$ cat src/rtl/mux_pkg.sv
// -----------------------------------------------------------------------------
// mux_pkg
// Purpose : Shared constants and types for the 4-to-1 stream multiplexer.
//           The channel count and select width are fixed here so that the
//           arbiter and the mux cannot disagree about them.
// Ports   : none (package)
// -----------------------------------------------------------------------------
package mux_pkg;

    localparam int N_CH  = 4;
    localparam int SEL_W = 2;

    // EMPTY: the output register holds no word. FULL: it holds one.
    typedef enum logic {
        EMPTY = 1'b0,
        FULL  = 1'b1
    } mux_state_t;

endpackage : mux_pkg

$ cat src/rtl/rr_arbiter_4.sv
// -----------------------------------------------------------------------------
// rr_arbiter_4
// Purpose : Purely combinational round-robin grant for four requesters.
//           The search starts at ptr and wraps, so the channel just after the
//           last winner has top priority.
// Ports   : req      in  [3:0]  request per channel
//           ptr      in  [1:0]  first channel to consider
//           gnt      out [1:0]  index of the granted channel (0 if none)
//           any_req  out        at least one request is present
// -----------------------------------------------------------------------------
module rr_arbiter_4
    import mux_pkg::*;
(
    input  logic [N_CH-1:0]  req,
    input  logic [SEL_W-1:0] ptr,
    output logic [SEL_W-1:0] gnt,
    output logic             any_req
);

    logic [SEL_W-1:0] w_idx;
    logic             w_found;

    // Walk ptr, ptr+1, ptr+2, ptr+3; the 2-bit add wraps 3 -> 0 for free.
    always_comb begin
        gnt     = '0;
        any_req = |req;
        w_idx   = '0;
        w_found = 1'b0;
        for (int k = 0; k < N_CH; k++) begin
            w_idx = ptr + SEL_W'(k);
            if (!w_found && req[w_idx]) begin
                gnt     = w_idx;
                w_found = 1'b1;
            end
        end
    end

endmodule : rr_arbiter_4

$ cat src/rtl/stream_mux_4to1.sv
// -----------------------------------------------------------------------------
// stream_mux_4to1
// Purpose : Merges four valid/ready input streams into one registered output
//           stream using round-robin arbitration. One word per cycle is
//           sustained when the downstream keeps out_ready high.
// Ports   : clk        in               rising-edge clock
//           rst        in               synchronous active-high reset
//           En         in               global enable for accepting input
//           in_valid   in  [3:0]        per-channel valid
//           in_data    in  [4*WIDTH-1:0] channel i at [i*WIDTH +: WIDTH]
//           in_ready   out [3:0]        one-hot accept strobe (combinational)
//           out_valid  out              output register holds a word
//           out_data   out [WIDTH-1:0]  registered word
//           out_sel    out [1:0]        channel the word came from
//           out_ready  in               downstream accepts the word
// -----------------------------------------------------------------------------
module stream_mux_4to1
    import mux_pkg::*;
#(
    parameter int WIDTH = 8
) (
    input  logic                  clk,
    input  logic                  rst,
    input  logic                  En,
    input  logic [N_CH-1:0]       in_valid,
    input  logic [N_CH*WIDTH-1:0] in_data,
    output logic [N_CH-1:0]       in_ready,
    output logic                  out_valid,
    output logic [WIDTH-1:0]      out_data,
    output logic [SEL_W-1:0]      out_sel,
    input  logic                  out_ready
);

    mux_state_t       r_state;
    mux_state_t       w_nextState;
    logic [WIDTH-1:0] r_data;
    logic [SEL_W-1:0] r_sel;
    logic [SEL_W-1:0] r_ptr;
    logic [SEL_W-1:0] w_gnt;
    logic             w_anyReq;
    logic             w_load;
    logic             w_outXfer;
    logic [WIDTH-1:0] w_selData;

    rr_arbiter_4 u_arb (
        .req     (in_valid),
        .ptr     (r_ptr),
        .gnt     (w_gnt),
        .any_req (w_anyReq)
    );

    // A load may happen when the register is empty or is being drained this
    // same cycle; rst suppresses it so no input handshake occurs during reset.
    always_comb begin
        w_outXfer = (r_state == FULL) && out_ready;
        w_load    = !rst && En && w_anyReq && ((r_state == EMPTY) || out_ready);
        w_selData = in_data[int'(w_gnt)*WIDTH +: WIDTH];
    end

    // State register.
    always_ff @(posedge clk) begin
        if (rst) begin
            r_state <= EMPTY;
        end else begin
            r_state <= w_nextState;
        end
    end

    // Next state: a load always leaves the register FULL; a drain without a
    // replacement empties it; otherwise the current state holds.
    always_comb begin
        w_nextState = r_state;
        case (r_state)
            EMPTY:   if (w_load) w_nextState = FULL;
            FULL:    if (w_outXfer && !w_load) w_nextState = EMPTY;
            default: w_nextState = EMPTY;
        endcase
    end

    // Outputs: valid follows the state, ready strobes only the granted channel.
    always_comb begin
        out_valid = (r_state == FULL);
        in_ready  = '0;
        if (w_load) begin
            in_ready = N_CH'(1) << w_gnt;
        end
        out_data = r_data;
        out_sel  = r_sel;
    end

    // Data path: word, source and round-robin pointer change only on a load,
    // which keeps them stable under backpressure and holds ptr when idle.
    always_ff @(posedge clk) begin
        if (rst) begin
            r_data <= '0;
            r_sel  <= '0;
            r_ptr  <= '0;
        end else if (w_load) begin
            r_data <= w_selData;
            r_sel  <= w_gnt;
            r_ptr  <= w_gnt + SEL_W'(1);
        end
    end

endmodule : stream_mux_4to1

$ cat config.mk
export PLATFORM = sky130hd
export DESIGN_NAME = stream_mux_4to1
export DESIGN_NICKNAME = d
export VERILOG_FILES = /design/src/rtl/mux_pkg.sv /design/src/rtl/rr_arbiter_4.sv /design/src/rtl/stream_mux_4to1.sv
export SDC_FILE = /design/constraint.sdc
export NUM_CORES = 1
export LEC_CHECK = 0
export ABC_AREA = 1
export BUFFER_PORTS_ARGS = -buffer_cell sky130_fd_sc_hd__buf_2
export CAP_MARGIN = 25
export CORE_AREA = 3 3 52 54
export CTS_CLUSTER_DIAMETER = 80
export DETAILED_ROUTE_END_ITERATION = 10
export DIE_AREA = 0 0 55 57
export GPL_TIMING_DRIVEN = 1
export PLACE_DENSITY = 0.82
export SETUP_SLACK_MARGIN = 0.05
export SYNTH_ARGS = -nofsm -noshare
export SYNTH_HDL_FRONTEND = slang
export SYNTH_SLANG_ARGS = --single-unit
$ cat constraint.sdc
create_clock -name clk -period 5 [get_ports clk]
set_input_delay 1 -clock clk [delete_from_list [all_inputs] [get_ports clk]]
set_output_delay 1 -clock clk [all_outputs]
set_load 0.05 [all_outputs]
==> results of run 1 <==
synth_stat cells, types with 2 or more instances:
master	instances
nor2_1	3
buf_6	2
nand2_2	7
nand3_1	48
nor2_4	2
inv_2	4
nand2_1	67
o21ai_0	2
dfxtp_1	13
nand2_4	4
a21oi_1	2
inv_1	13
kinds of logic (layout without fill, tap and decap cells):
family                 count (synthesis)  in the layout  share of synthesized area [%]
AO/OA/AOI/OAI                          5              5                           2.37
buffers and inverters                 24             76                           11.3
flip-flops                            13             13                           23.5
AND/OR/NAND/NOR                      137            137                           62.8
cells in the final DEF (no fill, tap or decap), types with 3 or more instances in the layout:
cell | netlist | layout
nand2_2 | 7 | 7
dfxtp_1 | 13 | 13
clkbuf_4 | 1 | 3
inv_2 | 4 | 4
nand2_1 | 67 | 67
inv_1 | 13 | 13
nand3_1 | 48 | 48
nor2_1 | 3 | 3
nand2_4 | 4 | 4
buf_2 | 1 | 54
where the power goes:
group          internal (mW)  switching (mW)  total (mW)
clock                 0.0309          0.0323      0.0632
sequential             0.130          0.0202       0.150
combinational          0.140           0.349       0.489
worst min-delay path, cell delays in order (launching register included):
cell and delay [ns]:
dfxtp_1 0.31, nand2_1 0.06, nand2_1 0.05
flip-flops by register name, summed over array words and instances (netlist names):
| signal | flops |
|---|---|
| r_ptr | 2 |
| out_sel | 2 |
| out_data | 8 |
| out_valid | 1 |
path summary, 6_finish.rpt:
| kind | slack [ns] | cells after the start | from | endpoint |
|---|---|---|---|---|
| max | 1.34 | 11 | in_valid[1] | in_ready[1] |
| min | 0.45 | 2 | out_data[4]$_SDFFE_PP0P_ | out_data[4]$_SDFFE_PP0P_ |
| max reg2reg | 2.82 | 13 | r_ptr[0]$_SDFFE_PP0P_ | r_ptr[1]$_SDFFE_PP0P_ |
| min reg2reg | 0.45 | 2 | out_data[4]$_SDFFE_PP0P_ | out_data[4]$_SDFFE_PP0P_ |
metal layers:
metal	part of all wire, %	track usage, %
met2	47	31.1
met3	9.5	5.22
met1	43	23.4
met5	0	0
met4	0.24	2.08
metrics by stage:
stage	power, mW	setup slack (ns)	cells
2_1_floorplan	0.583	1.28	179
3_3_place_gp	0.639	1.36	255
3_5_place_dp	0.642	1.34	255
4_1_cts	0.708	1.34	259
5_1_grt	0.767	1.16	259
6_report	0.702	1.34	259
final cells by class:
type	instances	share of cell area, %
well taps	28	2.54
flip-flops and latches	13	18.8
inverters	18	4.89
clock buffers	4	1.90
repair buffers	54	19.6
multi-input cells	142	52.3
==> impl_metrics.toml, run 1 <==
[outcome]
status = "complete, no violations"

[detailed_routing]
drt_first_iter_violations = 27
ant_nets = 0
wire_per_inst_um = 11.1
routed_wl_um = 2860
avgViaCountPerCell = 5.03
first_pass_iters = 4
drc = 0
via_count = 1303

[global_routing]
grtUsageTotal_pct = 18.3
grt_max_degree = 19
grt_pass1_wl_um = 4400
grt_overflow_total = 0
antenna_found_initial = 0
grt_pass1_vias = 1075

[floorplanning]
fp.dieH_um = 57
start_util_pct = 49.1
row_count = 17
die_area_mm2 = 0.00314
coreArea_mm2 = 0.00225
die_width_um = 55
ios = 55

[synth]
ys_warn_count = 0
synth_area_leaders = "dfxtp_1 24%, nand2_1 23%, nand3_1 22%, inv_1 4.4%, nand2_4 4.1%"
synth_top_area_share_pct = 23.5
ys_seq_area_share_pct = 23.5
synth_nets = 219
async_reset_ff_share_pct = 0
ys_types = 24
synth-edff-count = 0
avgSynthCellArea_um2 = 6.19
syn_inst = 179
synth_top_cell_by_area = "dfxtp_1"
synth_ff_type = "dfxtp_1"
ys_ff_latch = 13
syn_area_mm2 = 0.00111

[sta]
hold_viol = 0
worst_pin_slew_ns = 0.718
slew_headroom_pct = 52.0
rsz0062_at_grt = "false"
setup_viol = 0
setup_tns_ns = 0
final_max_slew_viol_count = 0
fin_crit_sh_pct = 73.2
clock.fmax_mhz = 273
post-route-min-period_ns = 3.66
whs_ns = 0.452
skew_ns = 0.00418

[cts]
clk_pin_slew_ns = 0.07
clk_path_buf_depth = 2
cts_num_sinks = 13
numCtsBuffers = 3
cts_setup_buffers = 0
cts_resized = 0
clock_latency_ns = 0.27
cts_root_buf = "clkbuf_4"
cts_tree = "done"
htreeDepth = 1
hold_buffers = 0

[layout]
finish.instance_area_mm2 = 0.00138
nFillCells = 251
drive_above_1_share_pct = 34.2
multiInputGateArea_um2 = 722
syn2layout_area_growth_pct = 24.7
seqCellArea_um2 = 260
nets = 272
diodes = 0
final_core_util_pct = 61.3

[job]
maxCapViolCount = 0

[power_and_ir_drop]
vdd_drop_max_v = 0.000287
powerDensity_mw_per_mm2 = 508
p_leak_nw = 0.818

[critical_path]
cp-start-kind = "input port"
crit_buf_inv = 4
critPathKind = "input port to output port"
path_delay_family = "simple AND/OR/NAND/NOR gates"
crit_path_end_kind = "output port"
cp_slowest_cell = "nand3_4"
crit_chain = "buf_2, inv_1, nand2_2, nand3_1, nand2_2, nor2_8, nand4_4, nand3_4, nand3_1, inv_1, buf_2"
worstPathArrival_ns = 2.66
worstPathRequired_ns = 4.00
max_stage_delay_ns = 0.27
cp_max_fo = 18

[placement]
place_congestion = 0.826
post-dp-hpwl_um = 2270
port_buffers = 54
placed_area_mm2 = 0.00136

[min_path]
hp-class = "flip-flop to flip-flop"
(Power assumes the default switching activity.)
==> run 2: changes to the inputs <==
--- a/config.mk
+++ b/config.mk
@@ -5,15 +5,15 @@
 export SDC_FILE = /design/constraint.sdc
 export NUM_CORES = 1
 export LEC_CHECK = 0
-export ABC_AREA = 1
+export ABC_AREA = 0
 export BUFFER_PORTS_ARGS = -buffer_cell sky130_fd_sc_hd__buf_2
 export CAP_MARGIN = 25
-export CORE_AREA = 3 3 52 54
+export CORE_AREA = 3 3 51 53
 export CTS_CLUSTER_DIAMETER = 80
 export DETAILED_ROUTE_END_ITERATION = 10
-export DIE_AREA = 0 0 55 57
+export DIE_AREA = 0 0 54 56
 export GPL_TIMING_DRIVEN = 1
-export PLACE_DENSITY = 0.82
+export PLACE_DENSITY = 0.74
 export SETUP_SLACK_MARGIN = 0.05
 export SYNTH_ARGS = -nofsm -noshare
 export SYNTH_HDL_FRONTEND = slang
==> constraint.sdc (replaced) <==
create_clock -name clk -period 3.4 [get_ports clk]
set_input_delay 0.68 -clock clk [delete_from_list [all_inputs] [get_ports clk]]
set_output_delay 0.68 -clock clk [all_outputs]
set_load 0.05 [all_outputs]
==> impl_metrics.toml, run 2 <==
[outcome]
status = "complete, no violations"

[sta]
post-route-min-period_ns = 2.84
clock.fmax_mhz = 352
slew_headroom_pct = 51.5
fin_crit_sh_pct = 83.5
setup_tns_ns = 0
hold_viol = 0
setup_slack_ns = 0.561
final_max_slew_viol_count = 0
setup_viol = 0
skew_ns = 0.00361
rsz0062_at_grt = "false"
worst_pin_slew_ns = 0.725

[global_routing]
use_met3_pct = 1.88
grt_pass1_wl_um = 4360
grt.met2_usage_pct = 33.6
grt_max_degree = 22
busiest_layer = "met2"
antenna_found_initial = 0
grt_overflow_total = 0
met1_usage_pct = 22.1
grtUsageTotal_pct = 18.7
grt_pass1_vias = 1045

[min_path]
hold_start = "out_data[5]$_SDFFE_PP0P_"
hp-class = "flip-flop to flip-flop"
holdPathEnd = "out_data[5]$_SDFFE_PP0P_"
holdPathStages = 2

[placement]
post-dp-hpwl_um = 2070
place_congestion = 0.791
port_buffers = 54
pre_cts_slack_ns = 0.566
post-place-cells = 182
placed_area_mm2 = 0.00115

[critical_path]
reg2reg_depth = 4
cp_max_fo = 11
crit_path_end_kind = "output port"
critPathKind = "input port to output port"
worstPathArrival_ns = 2.16
cp-start-kind = "input port"
r2r-start = "r_ptr[1]$_SDFFE_PP0P_"
worstPathRequired_ns = 2.72
cp_common_cell = "buf_2"
r2r_slack_ns = 1.78
crit_chain = "buf_2, nor2b_1, a21boi_1, o32a_1, nor3_1, buf_2"
max_stage_delay_ns = 0.51
r2r-end = "out_data[3]$_SDFFE_PP0P_"
cp_slowest_cell = "o32a_1"

[detailed_routing]
routed_wl_um = 2730
drc = 0
ant_nets = 0
first_pass_iters = 4
wire_per_inst_um = 14.7
drt_first_iter_violations = 15
avgViaCountPerCell = 5.59
via_count = 1039

[power_and_ir_drop]
pwr-share-comb_pct = 41.6
vdd_drop_max_v = 0.000203
p_leak_nw = 0.518
pwr-share-clk_pct = 20.6
powerDensity_mw_per_mm2 = 395
p_seq_share_pct = 37.8
power.switching_mw = 0.186
p_int_mw = 0.280
switching_share_pct = 39.9

[layout]
finish.instance_area_mm2 = 0.00118
final_core_util_pct = 53.7
largest_reg_flops = 8
layout_commonest_cell = "buf_2"
final_cells = 186
syn2layout_area_growth_pct = 35.6
final_cell_mix = "54 x buf_2, 16 x nor3b_1, 16 x a211oi_1"
drive_above_1_share_pct = 40.5
diodes = 0
nets = 199

[synth]
synth_top_cell_by_area = "dfxtp_1"
syn_inst = 104
ys_warn_count = 0
muxShareOfSynthArea_pct = 0
syn_area_um2 = 868
synth_nets = 144
avgSynthCellArea_um2 = 8.35
synth_ff_type = "dfxtp_1"
synth-edff-count = 0
ys_seq_area_share_pct = 30.0
synth.top_cells.by_count = "16 x a211oi_1, 16 x nor3b_1, 15 x nand2_1"
synth-xor-area-share_pct = 0
synth_top_family_by_area = "simple AND/OR/NAND/NOR gates"
synth_fa_ha_area_share_pct = 0
async_reset_ff_share_pct = 0
synth_area_leaders = "dfxtp_1 30%, a211oi_1 14%, nor3b_1 14%, o31ai_1 6.9%, nand2_1 6.5%"
ys_ff_latch = 13
ys_types = 24
yosys.area_share.simple_pct = 36.5
synth_top_area_share_pct = 30.0
synth_compound_area_share_pct = 27.5

[floorplanning]
fp.dieH_um = 56
row_count = 17
die_area_mm2 = 0.00302
start_util_pct = 39.6
ios = 55
die_width_um = 54
coreArea_mm2 = 0.00219

[cts]
cts_tree = "done"
cts_setup_buffers = 0
clk_path_buf_depth = 2
cts_root_buf = "clkbuf_4"
numCtsBuffers = 3
clk_pin_slew_ns = 0.08
cts_num_sinks = 13
hold_buffers = 0
clock_latency_ns = 0.28
htreeDepth = 1
cts_resized = 0

[job]
maxCapViolCount = 0
[run 2: changes by cell type after synthesis, moves of 4 or more]
cell | before | now
nand2_1 | 67 | 15
nand3_1 | 48 | 0
a211oi_1 | 0 | 16
nor3b_1 | 0 | 16
inv_1 | 13 | 0
o31ai_1 | 0 | 8
nand2_2 | 7 | 0
nor2b_1 | 0 | 6
inv_2 | 4 | 0
nand2_4 | 4 | 0
nor2_1 | 3 | 7
[run 2: worst max-delay path by stage]
stage	startpoint	to	slack [ns]	depth (start not counted)
6_report	in_valid[2]	in_ready[0]	0.56	6
4_1_cts	in_valid[2]	in_ready[0]	0.56	6
3_5_place_dp	in_valid[2]	in_ready[0]	0.57	6
5_1_grt	in_valid[1]	in_ready[2]	0.46	7
3_3_place_gp	in_valid[2]	in_ready[0]	0.63	6
2_1_floorplan	in_valid[2]	in_ready[0]	0.15	5
[run 2: layout make-up]
class / instances / area, um2
fillers: 218 / 1010
multi-input cells: 83 / 556
repair buffers: 58 / 300
flip-flops and latches: 13 / 260
well taps: 28 / 35.0
clock buffers: 4 / 26.3
[run 2: logic make-up (layout without fill, tap and decap cells)]
group | count (synthesis) | after routing
AO/OA/AOI/OAI | 32 | 32
flip-flops | 13 | 13
buffers and inverters | 8 | 62
AND/OR/NAND/NOR | 51 | 51
[run 2: routing by layer]
metal / vias to the layer above / share of wire (%)
met5: - / 0
li1: 501 / -
met3: 4 / 5.0
met1: 496 / 41
met4: 0 / 0.91
met2: 38 / 53
[run 2: power by group through the flow]
| stage | sequential (mW) | combinational (mW) | clock (mW) |
|---|---|---|---|
| after floorplan | 0.222 | 0.0980 | 0 |
| after global placement | 0.179 | 0.188 | 0 |
| after detailed placement | 0.179 | 0.193 | 0 |
| after CTS | 0.176 | 0.194 | 0.0964 |
| after global routing | 0.177 | 0.209 | 0.101 |
| final | 0.176 | 0.193 | 0.0959 |
[run 2: metrics by stage]
stage | hold WS [ns] | total power, mW
after floorplan | 0.443 | 0.320
after global routing | 0.479 | 0.488
after global placement | 0.430 | 0.367
final | 0.448 | 0.465
after CTS | 0.450 | 0.466
after detailed placement | 0.435 | 0.372
[run 2: worst max-delay path: cells and delay by family]
family | cells | cell delay, ns
buf+inv | 2 | 0.40
simple gates | 2 | 0.41
compound gates | 2 | 0.66
==> run 3: changes to the inputs <==
==> constraint.sdc (replaced) <==
create_clock -name clk -period 2.8 [get_ports clk]
set_input_delay 0.56 -clock clk [delete_from_list [all_inputs] [get_ports clk]]
set_output_delay 0.56 -clock clk [all_outputs]
set_load 0.05 [all_outputs]
==> impl_metrics.toml, run 3 (synthesis gave the netlist of run 2 again) <==
[sta]
setup_viol = 0
post-route-min-period_ns = 2.50
slew_headroom_pct = 72.8
final_max_slew_viol_count = 0
setup_tns_ns = 0
hold_viol = 0
skew_ns = 0.00788
whs_ns = 0.443
clock.fmax_mhz = 400
rsz0062_at_grt = "false"
fin_crit_sh_pct = 89.3
worst_pin_slew_ns = 0.403

[critical_path]
crit_buf_inv = 3
worstPathArrival_ns = 1.94
reg2reg_depth = 6
cp_max_fo = 12
cp_slowest_cell = "buf_2"
worstPathRequired_ns = 2.24
critPathKind = "input port to output port"
path_depth = 7
crit_path_end_kind = "output port"
path_delay_family = "buffers and inverters"
cp_common_cell = "buf_2"
cp-start-kind = "input port"
max_stage_delay_ns = 0.28
crit_chain = "buf_2, nor2b_1, a21boi_1, o32ai_1, buf_4, nor3_2, buf_2"

[global_routing]
busiest_layer = "met2"
antenna_found_initial = 0
grt_overflow_total = 0
grt_pass1_vias = 985
grt.met2_usage_pct = 30.8
met1_usage_pct = 22.0
grtUsageTotal_pct = 18.9
grt_max_degree = 18
use_met3_pct = 4.02
grt_pass1_wl_um = 4310

[floorplanning]
row_count = 17
ios = 55
die_width_um = 54
start_util_pct = 39.6
fp.dieH_um = 56
coreArea_mm2 = 0.00219
die_area_mm2 = 0.00302

[cts]
cts_num_sinks = 13
numCtsBuffers = 3
cts_tree = "done"
cts_root_buf = "clkbuf_4"
cts_resized = 0
clk_pin_slew_ns = 0.07
hold_buffers = 0
clock_latency_ns = 0.29
cts_setup_buffers = 0
clk_path_buf_depth = 2
htreeDepth = 1

[placement]
placed_area_mm2 = 0.00118
place_congestion = 0.791
post-place-cells = 185
port_buffers = 54
post-dp-hpwl_um = 2050

[min_path]
hp-class = "flip-flop to flip-flop"
holdPathStages = 2

[layout]
layout_commonest_cell = "buf_2"
final_cells = 189
syn2layout_area_growth_pct = 39.3
nFillCells = 233
finish.instance_area_mm2 = 0.00121
largest_reg_flops = 8
multiInputGateArea_um2 = 566
drive_above_1_share_pct = 42.9
diodes = 0
seqCellArea_um2 = 260
nets = 202
final_cell_mix = "54 x buf_2, 16 x nor3b_1, 16 x a211oi_1"

[power_and_ir_drop]
powerDensity_mw_per_mm2 = 473
p_leak_nw = 0.536
vdd_drop_max_v = 0.000255

[detailed_routing]
drt_first_iter_violations = 17
routed_wl_um = 2640
avgViaCountPerCell = 5.50
first_pass_iters = 4
ant_nets = 0
drc = 0
via_count = 1040
wire_per_inst_um = 14.0

[job]
maxCapViolCount = 0

[outcome]
status = "complete, no violations"
## run 3: cell type report
type                    instances  share of cell area [%]
repair buffers                 61                    26.7
flip-flops and latches         13                    21.5
clock buffers                   4                    2.17
well taps                      28                    2.90
multi-input cells              83                    46.7
## run 3: tightest hold or removal path: cells and delay by family, from the launching register on
| kind | cells | cell delay [ns] |
|---|---|---|
| flops | 1 | 0.31 |
| simple gates | 2 | 0.09 |
## run 3: worst paths after layout
path	slack [ns]	endpoint	startpoint
worst max-delay path	0.30	in_ready[2]	in_valid[1]
worst min-delay path	0.44	out_sel[0]$_SDFFE_PP0P_	out_sel[0]$_SDFFE_PP0P_
worst max register to register	1.09	out_data[5]$_SDFFE_PP0P_	r_ptr[0]$_SDFFE_PP0P_
worst min register to register	0.44	out_sel[0]$_SDFFE_PP0P_	out_sel[0]$_SDFFE_PP0P_
## run 3: layer usage
layer  wire (um)  vias up
met3         174        8
met5           0        -
met2        1320       39
met4          84        0
li1            -      508
met1        1060      485
## run 3: metrics by stage
step           utilization (%)  power [mW]  setup slack, ns
2_1_floorplan                -       0.391           0.0305
3_3_place_gp              54.0       0.455            0.330
3_5_place_dp              54.0       0.459            0.307
4_1_cts                   55.2       0.578            0.300
5_1_grt                   55.2       0.605            0.172
6_report                  55.2       0.572            0.300
## run 3: where the power goes
part	leakage (nW)	internal [mW]	total [mW]	switching, mW
sequential	0.107	0.203	0.214	0.0109
combinational	0.414	0.0876	0.241	0.153
clock	0.0150	0.0554	0.118	0.0625
